File: config.mk
export PLATFORM = sky130hd
export DESIGN_NAME = panda_regfile_wb_arbiter_flat
export DESIGN_NICKNAME = d
export VERILOG_FILES = /design/src/rtl/panda_regfile_wb_arbiter_if.sv /design/src/rtl/panda_regfile_wb_arbiter.sv /design/src/flat_wrapper.sv
export SDC_FILE = /design/constraint.sdc
export NUM_CORES = 1
export LEC_CHECK = 0
export ABC_AREA = 1
export CORE_AREA = 2 2 74 104
export DETAILED_ROUTE_END_ITERATION = 12
export DIE_AREA = 0 0 76 106
export PLACE_DENSITY = 0.85
export SETUP_SLACK_MARGIN = 0.2
export SLEW_MARGIN = 25
export SYNTH_ARGS = -nofsm -noshare
export SYNTH_HDL_FRONTEND = slang
export SYNTH_SLANG_ARGS = --single-unit
File: constraint.sdc
create_clock -name clk_i -period 1.45 [get_ports clk_i]
set_input_delay 0.3625 -clock clk_i [delete_from_list [all_inputs] [get_ports clk_i]]
set_output_delay 0.3625 -clock clk_i [all_outputs]
set_load 0.02 [all_outputs]
File: src/rtl/panda_regfile_wb_arbiter_if.sv
// Write-back bundle between the pipeline sources (EX, LSU) and the register-file write port.
// The slave modport is the arbiter's view; the master modport is the pipeline/register-file side.
interface panda_regfile_wb_arbiter_if #(
  parameter int unsigned NumRegs   = 32,
  parameter int unsigned DataWidth = 32
);
  localparam int unsigned AW = (NumRegs > 1) ? $clog2(NumRegs) : 1;

  logic                 ex_valid_i;
  logic                 ex_ready_o;
  logic [AW-1:0]        ex_rd_addr_i;
  logic [DataWidth-1:0] ex_rd_data_i;
  logic                 lsu_valid_i;
  logic                 lsu_ready_o;
  logic [AW-1:0]        lsu_rd_addr_i;
  logic [DataWidth-1:0] lsu_rd_data_i;
  logic [AW-1:0]        rd_addr_o;
  logic [DataWidth-1:0] rd_data_o;
  logic                 rd_we_o;
  logic                 init_done_o;
  logic [15:0]          conflict_cnt_o;

  modport slave (
    input  ex_valid_i, ex_rd_addr_i, ex_rd_data_i,
    input  lsu_valid_i, lsu_rd_addr_i, lsu_rd_data_i,
    output ex_ready_o, lsu_ready_o,
    output rd_addr_o, rd_data_o, rd_we_o, init_done_o, conflict_cnt_o
  );

  modport master (
    output ex_valid_i, ex_rd_addr_i, ex_rd_data_i,
    output lsu_valid_i, lsu_rd_addr_i, lsu_rd_data_i,
    input  ex_ready_o, lsu_ready_o,
    input  rd_addr_o, rd_data_o, rd_we_o, init_done_o, conflict_cnt_o
  );
endinterface

File: src/rtl/panda_regfile_wb_arbiter.sv
// Register-file write-back controller: clears x1..x(NumRegs-1) after reset, then round-robins
// the write port between EX and LSU. Define PANDA_WB_ARB_STATS_EN to enable the conflict counter.
module panda_regfile_wb_arbiter #(
  parameter int unsigned NumRegs   = 32,
  parameter int unsigned DataWidth = 32
) (
  input logic                       clk_i,
  input logic                       rst_i,
  panda_regfile_wb_arbiter_if.slave bus
);
  localparam int unsigned AW = (NumRegs > 1) ? $clog2(NumRegs) : 1;

  typedef enum logic {StInit, StRun} state_e;
  typedef enum logic {GrantEx, GrantLsu} grant_e;

  state_e               state_q, state_d;
  grant_e               last_grant_q, last_grant_d;
  logic [AW-1:0]        clr_cnt_q, clr_cnt_d;
  logic                 rd_we_q, rd_we_d;
  logic [AW-1:0]        rd_addr_q, rd_addr_d;
  logic [DataWidth-1:0] rd_data_q, rd_data_d;
  logic                 init_done_q, init_done_d;
  logic                 ex_ready, lsu_ready;

  // x0 and addresses beyond the register count are accepted but never written.
  function automatic logic addr_writable(input logic [AW-1:0] addr);
    return (addr != '0) && (32'(addr) < NumRegs);
  endfunction

  always_comb begin
    ex_ready  = 1'b0;
    lsu_ready = 1'b0;
    if (state_q == StRun) begin
      case ({bus.ex_valid_i, bus.lsu_valid_i})
        2'b10:   ex_ready = 1'b1;
        2'b01:   lsu_ready = 1'b1;
        2'b11: begin
          if (last_grant_q == GrantLsu) ex_ready = 1'b1;
          else                          lsu_ready = 1'b1;
        end
        default: ;
      endcase
    end
  end

  always_comb begin
    state_d      = state_q;
    last_grant_d = last_grant_q;
    clr_cnt_d    = clr_cnt_q;
    rd_we_d      = 1'b0;
    rd_addr_d    = rd_addr_q;
    rd_data_d    = rd_data_q;
    init_done_d  = init_done_q;
    unique case (state_q)
      StInit: begin
        rd_we_d   = 1'b1;
        rd_addr_d = clr_cnt_q;
        rd_data_d = '0;
        clr_cnt_d = clr_cnt_q + AW'(1);
        if (clr_cnt_q == AW'(NumRegs - 1)) state_d = StRun;
      end
      StRun: begin
        // First RUN cycle still shows the final clear write; done rises one edge later.
        init_done_d = 1'b1;
        if (ex_ready) begin
          rd_we_d      = addr_writable(bus.ex_rd_addr_i);
          rd_addr_d    = bus.ex_rd_addr_i;
          rd_data_d    = bus.ex_rd_data_i;
          last_grant_d = GrantEx;
        end else if (lsu_ready) begin
          rd_we_d      = addr_writable(bus.lsu_rd_addr_i);
          rd_addr_d    = bus.lsu_rd_addr_i;
          rd_data_d    = bus.lsu_rd_data_i;
          last_grant_d = GrantLsu;
        end
      end
      default: state_d = StInit;
    endcase
  end

  always_ff @(posedge clk_i) begin
    if (rst_i) begin
      state_q      <= StInit;
      last_grant_q <= GrantLsu;
      clr_cnt_q    <= AW'(1);
      rd_we_q      <= 1'b0;
      rd_addr_q    <= '0;
      rd_data_q    <= '0;
      init_done_q  <= 1'b0;
    end else begin
      state_q      <= state_d;
      last_grant_q <= last_grant_d;
      clr_cnt_q    <= clr_cnt_d;
      rd_we_q      <= rd_we_d;
      rd_addr_q    <= rd_addr_d;
      rd_data_q    <= rd_data_d;
      init_done_q  <= init_done_d;
    end
  end

`ifdef PANDA_WB_ARB_STATS_EN
  logic [15:0] conflict_cnt_q;

  always_ff @(posedge clk_i) begin
    if (rst_i) begin
      conflict_cnt_q <= '0;
    end else if (state_q == StRun && bus.ex_valid_i && bus.lsu_valid_i &&
                 conflict_cnt_q != 16'hFFFF) begin
      conflict_cnt_q <= conflict_cnt_q + 16'd1;
    end
  end

  assign bus.conflict_cnt_o = conflict_cnt_q;
`else
  assign bus.conflict_cnt_o = '0;
`endif

  assign bus.ex_ready_o  = ex_ready;
  assign bus.lsu_ready_o = lsu_ready;
  assign bus.rd_we_o     = rd_we_q;
  assign bus.rd_addr_o   = rd_addr_q;
  assign bus.rd_data_o   = rd_data_q;
  assign bus.init_done_o = init_done_q;
endmodule
File: src/flat_wrapper.sv
// flat-port wrapper written by rule: the top's interface ports become plain ports
module panda_regfile_wb_arbiter_flat 
#(
  parameter int unsigned NumRegs   = 32,
  parameter int unsigned DataWidth = 32
)
  (clk_i, rst_i, bus_ex_valid_i, bus_ex_rd_addr_i, bus_ex_rd_data_i, bus_lsu_valid_i, bus_lsu_rd_addr_i, bus_lsu_rd_data_i, bus_ex_ready_o, bus_lsu_ready_o, bus_rd_addr_o, bus_rd_data_o, bus_rd_we_o, bus_init_done_o, bus_conflict_cnt_o);
  panda_regfile_wb_arbiter_if #(.NumRegs(NumRegs), .DataWidth(DataWidth)) bus_i ();
  input logic clk_i;
  input logic rst_i;
  input wire logic [$bits(bus_i.ex_valid_i)-1:0] bus_ex_valid_i;
  input wire logic [$bits(bus_i.ex_rd_addr_i)-1:0] bus_ex_rd_addr_i;
  input wire logic [$bits(bus_i.ex_rd_data_i)-1:0] bus_ex_rd_data_i;
  input wire logic [$bits(bus_i.lsu_valid_i)-1:0] bus_lsu_valid_i;
  input wire logic [$bits(bus_i.lsu_rd_addr_i)-1:0] bus_lsu_rd_addr_i;
  input wire logic [$bits(bus_i.lsu_rd_data_i)-1:0] bus_lsu_rd_data_i;
  output wire logic [$bits(bus_i.ex_ready_o)-1:0] bus_ex_ready_o;
  output wire logic [$bits(bus_i.lsu_ready_o)-1:0] bus_lsu_ready_o;
  output wire logic [$bits(bus_i.rd_addr_o)-1:0] bus_rd_addr_o;
  output wire logic [$bits(bus_i.rd_data_o)-1:0] bus_rd_data_o;
  output wire logic [$bits(bus_i.rd_we_o)-1:0] bus_rd_we_o;
  output wire logic [$bits(bus_i.init_done_o)-1:0] bus_init_done_o;
  output wire logic [$bits(bus_i.conflict_cnt_o)-1:0] bus_conflict_cnt_o;
  assign bus_i.ex_valid_i = bus_ex_valid_i;
  assign bus_i.ex_rd_addr_i = bus_ex_rd_addr_i;
  assign bus_i.ex_rd_data_i = bus_ex_rd_data_i;
  assign bus_i.lsu_valid_i = bus_lsu_valid_i;
  assign bus_i.lsu_rd_addr_i = bus_lsu_rd_addr_i;
  assign bus_i.lsu_rd_data_i = bus_lsu_rd_data_i;
  assign bus_ex_ready_o = bus_i.ex_ready_o;
  assign bus_lsu_ready_o = bus_i.lsu_ready_o;
  assign bus_rd_addr_o = bus_i.rd_addr_o;
  assign bus_rd_data_o = bus_i.rd_data_o;
  assign bus_rd_we_o = bus_i.rd_we_o;
  assign bus_init_done_o = bus_i.init_done_o;
  assign bus_conflict_cnt_o = bus_i.conflict_cnt_o;
  panda_regfile_wb_arbiter #(.NumRegs(NumRegs), .DataWidth(DataWidth)) u_core (.clk_i(clk_i), .rst_i(rst_i), .bus(bus_i));
endmodule
### After elaboration in Yosys (flattened, before gate mapping)

Index checks and enable logic that the tools add are counted.

| operators by class | value |
|---|---|
| equality and inequality tests | 5 |
| reductions and logical operators | 4 |
| multiplexer cells | 19 |
| add/sub/neg operators | 1 |
| bitwise operators | 1 |

Operators by type and width:

| cell | count |
|---|---|
| 2-to-1 mux 32 bit | 2 |
| one-hot mux 32 bit (2 select lines) | 1 |
| 2-to-1 mux 1 bit | 10 |
| 2-to-1 mux 5 bit | 2 |
| one-hot mux 5 bit (2 select lines) | 1 |
| nonzero test 5 bit | 2 |
| one-hot mux 1 bit (2 select lines) | 3 |
| adder 5 x 1 -> 5 bit, second input constant | 1 |
| equality test 5 bit, second input constant | 1 |
| equality test 2 bit, second input constant | 2 |
| inequality test 3 bit, second input constant | 1 |
| equality test 2 x 1 -> 1 bit, second input constant | 1 |
| AND reduction 2 bit | 1 |
| nonzero test 2 bit | 1 |
| NOT 1 bit | 1 |

| storage, ports and cells | value |
|---|---|
| output and inout bits | 57 |
| bits in registers | 46 |
| logic and storage cells | 37 |

### Depth between registers and ports, before layout

| depth | value |
|---|---|
| word-level depth | 6 |
| gate-level depth with buffers | 9 |
| mapped depth without buffers | 8 |

### Worst setup path before layout

OpenSTA, ideal clock, no wires.

| path | value |
|---|---|
| path kind | register to output |
| from | register u_core.state_q |
| to | output bus_ex_ready_o |
| buffers on the path | 2 |
| slack | 149 ps |
| data arrival time | 938 ps |
| cell stages (with the launch flop) | 7 |
| data required time | 1087 ps |
| cells stage by stage | dfxtp_1 buf_4 nand2_2 inv_2 nand2_4 inv_2 buf_2 |

| on the way | value |
|---|---|
| longest elaborated chain between the ends | 1 |

RTL lines:

| item | line | text |
|---|---|---|
| start, declared | panda_regfile_wb_arbiter.sv:16 | `state_e state_q, state_d;` |
| start signal, assigned | panda_regfile_wb_arbiter.sv:83 | `state_q <= StInit;` |
| start signal, assigned | panda_regfile_wb_arbiter.sv:91 | `state_q <= state_d;` |
| 2-to-1 mux 1 bit | panda_regfile_wb_arbiter.sv:33 | `if (state_q == StRun) begin` |
| end, declared | flat_wrapper.sv:17 | `output wire logic [$bits(bus_i.ex_ready_o)-1:0] bus_ex_ready_o;` |

No other way between the ends.

### Worst setup path in the final report

| path | value |
|---|---|
| from | input bus_ex_valid_i |
| to | output bus_lsu_ready_o |

| on the way | value |
|---|---|
| longest elaborated chain between the ends | 3 |
| elaborated cells between the ends (all ways) | 4 |
| those cells by class | 2 x eq/ne; 2 x mux |

RTL lines:

| item | line | text |
|---|---|---|
| start, declared | flat_wrapper.sv:11 | `input wire logic [$bits(bus_i.ex_valid_i)-1:0] bus_ex_valid_i;` |
| equality test 2 bit / equality test 2 x 1 -> 1 bit (equally long branches) | panda_regfile_wb_arbiter.sv:34 | `case ({bus.ex_valid_i, bus.lsu_valid_i})` |
| one-hot mux 1 bit (2 select lines) (*) | panda_regfile_wb_arbiter.sv:34 |  |
| 2-to-1 mux 1 bit (*) | panda_regfile_wb_arbiter.sv:33 |  |
| end, declared | flat_wrapper.sv:18 | `output wire logic [$bits(bus_i.lsu_ready_o)-1:0] bus_lsu_ready_o;` |

Every way passes the cells marked *; elsewhere a longest branch is shown, timed or not.

==> key figures <==
Status
  – Status: finished, final reports clean

Layout
  – Fin util: 0.5325
  – Most frequent cells in the layout: nand2_1, inv_1, clkdlybuf4s50_1
  – Commonest non-fill, non-tap cell in the layout: nand2_1
  – Ant. Diodes: 0
  – Layout area overhead: 52.62%
  – Fillers: 707
  – Multi-input logic area: between 1000 and 1500 sq um
  – Fraction of final layout cells with drive strength greater than 1: 0.1717
  – Storage element area: about 930 sq um
  – Nets: 609

STA
  – Period utilization: 0.9831
  – Achievable Freq: 0.7015 GHz
  – Worst hold margin: 0.4638 ns
  – Crit path time final: 1.426 ns
  – RSZ-0062 raised after global routing: true
  – Final Hold Viols: 0
  – Worst Skew: 0.008932 ns
  – Pins Over Slew Limit: 0
  – # setup viols final: 0

Yosys
  – Adder-cell area share of the yosys netlist: 0.009995
  – Avg Synthesized Cell Area: 6.291 sq um
  – Mapped Cells: 398
  – Largest family of logic cells by synthesized area: simple AND/OR/NAND/NOR gates
  – Top area cells in the synthesized netlist: dfxtp_1, nand2_1, inv_1
  – Mapped Area: 2504 sq um
  – Synth Area in XOR/XNOR: 0
  – Seq/Total Area, Yosys: 0.3678
  – Synth Area in Compound Gates: 0.1099
  – Number of synthesized register bits: 46
  – Multiplexer share of the synthesized area: 0
  – Cell taking the most area after synthesis: dfxtp_1
  – Simple-gate share of the synthesized area: 0.2909
  – Synth top area share: 0.3678
  – Yosys warns: 0
  – Post-synth cell types: 20

GRT
  – Global-route wire length before repair: 11,660 um
  – Largest net degree at the start of global routing: 40
  – Initial antenna violation count: 0
  – All-layer global routing usage: 0.1774
  – Via count of the first global-routing pass: 2,599
  – Total grt overflow: 0

Clock tree
  – Clock Tree Buf Depth: 2
  – CTS H-tree lvls: 2
  – CTS buffer count: 5
  – Clock latency on the worst-skew pair: 0.29 ns
  – Clock transition at path regs: 0.09 ns
  – Clock sink count: 46
  – Root Buffer: clkbuf_8
  – TritonCTS clock tree: done

Floorplanning
  – Die area: around 8100 sq um
  – DIE WIDTH: approximately 76 um
  – I/O Pins: 135
  – Initial Util: 0.3489
  – CORE AREA: 7176 sq um
  – Die Y: 106 um
  – Std cell rows: 37

Detailed routing
  – Post-route ant nets: 0
  – Vias/cell: between 4 and 5
  – Avg WL per Cell: 11.69 um
  – Via count: between 2,000 and 3,000
  – Initial DRT Pass Iterations: 4
  – DRC violations left: 0
  – Final WL: about 7300 um
  – Iter 0 DRT Violations: 110

Power
  – Sw power: between 600 and 700 uW
  – Sequential power share: 0.514
  – Clock network fraction of design power: 0.317
  – Sw frac: 0.2402
  – Logic pwr share: 0.168
  – Maximum vdd drop: 0.5014 mV
  – Pint: 1908 uW
  – Leak pwr: around 0.0019 uW
  – Power per cell area: 657.2 nW/um^2

Critical path
  – R2r setup slk: 0.08 ns
  – CP endpoint kind: output pin
  – Crit-path max FO: 2
  – Critical Path RT: 1.09 ns
  – Worst Path Class, Setup: in2out
  – Startpoint Class: input pin
  – Worst endpoint data arrival time: around 1.1 ns

Worst hold path
  – Hold Crit Class: reg2reg

Place
  – HPWL after DPL: approximately 5400 um
  – Port bufs: 118
  – GPL Wtd Cong: around 0.75

Flow run
  – Max_cap viols: 0
==> path summary, 6_finish.rpt <==
kind                       start                        to  depth (start not counted)
max               bus_ex_valid_i           bus_lsu_ready_o                          4
min          u_core.clr_cnt_q[3]       u_core.clr_cnt_q[3]                          1
max reg2reg       u_core.state_q  u_core.bus.rd_data_o[24]                          7
min reg2reg  u_core.clr_cnt_q[3]       u_core.clr_cnt_q[3]                          1
==> power groups by stage <==
stage | sequential, uW | clock [uW] | combinational, uW
floorplan | 1330 | 0 | 184
global placement | 1320 | 0 | 414
detailed placement | 1320 | 0 | 422
CTS | 1290 | 820 | 421
global route | 1290 | 896 | 467
finish | 1290 | 797 | 423
==> cell type report <==
cell class | instances | share of cell area
clock buffer | 7 | 0.02259
clock inverter | 1 | 0.001310
inverter | 86 | 0.08579
multi-input combinational | 246 | 0.2931
sequential | 46 | 0.2430
tap | 97 | 0.03176
timing repair buffer | 144 | 0.3225
==> cell families (layout without fill, tap and decap cells) <==
logic type / after synthesis / after routing
buf+inv: 121 / 238
fa+ha+maj: 2 / 2
other cells: 1 / 16
simple gates: 173 / 173
compound gates: 55 / 55
flops: 46 / 46
==> critical path, stage by stage <==
cell and delay [ns]:
dlygate4sd2_1 0.28, buf_6 0.14, a21oi_4 0.14, buf_6 0.14
==> cells in the mapped netlist, drive strengths merged <==
cell,count
nand4,1
dfxtp,46
buf,29
ha,2
nand3,39
nor2,9
a21oi,41
clkbuf,6
nand2,119
conb,1
inv,86
o21ai,14
nor3,5
==> registers in the layout, indices dropped and copies added, names as in the netlist <==
name and count:
u_core.bus.init_done_o 1, u_core.clr_cnt_q 5, u_core.bus.rd_we_o 1, u_core.last_grant_q 1, u_core.state_q 1, u_core.bus.rd_data_o 32
u_core.bus.rd_addr_o 5
==> layer usage <==
| layer | up-vias | share of wire | routed length [um] | global-route usage |
|---|---|---|---|---|
| met3 | 10 | 0.055 | 404 | 0.04414 |
| met4 | 0 | 0.015 | 107 | 0.05065 |
| met1 | 1227 | 0.36 | 2612 | 0.1782 |
| li1 | 1427 | - | - | - |
| met5 | - | 0 | 0 | 0 |
| met2 | 97 | 0.57 | 4205 | 0.3559 |
==> what timing repair did <==
action	in CTS	in global routing
endpoints found under the setup margin	81	43
buffers inserted	2	5
pin swaps	1	1
gates cloned	0	1
resized for setup	181	14
hold buffers	0	0
endpoints found under the hold margin	0	0
==> per-stage QoR <==
step	worst slack (ns)	total power (uW)	cells	instance area [sq um]	TNS, ns
floorplan	0.1981	1513	413	2566	0
global placement	-0.6096	1734	611	3786	-14.71
detailed placement	-0.6634	1743	611	3786	-16.62
CTS	0.05506	2533	621	3745	0
global route	-0.01340	2657	627	3821	-0.01340
finish	0.02447	2511	627	3821	0
Power figures use the tool's default switching activity.
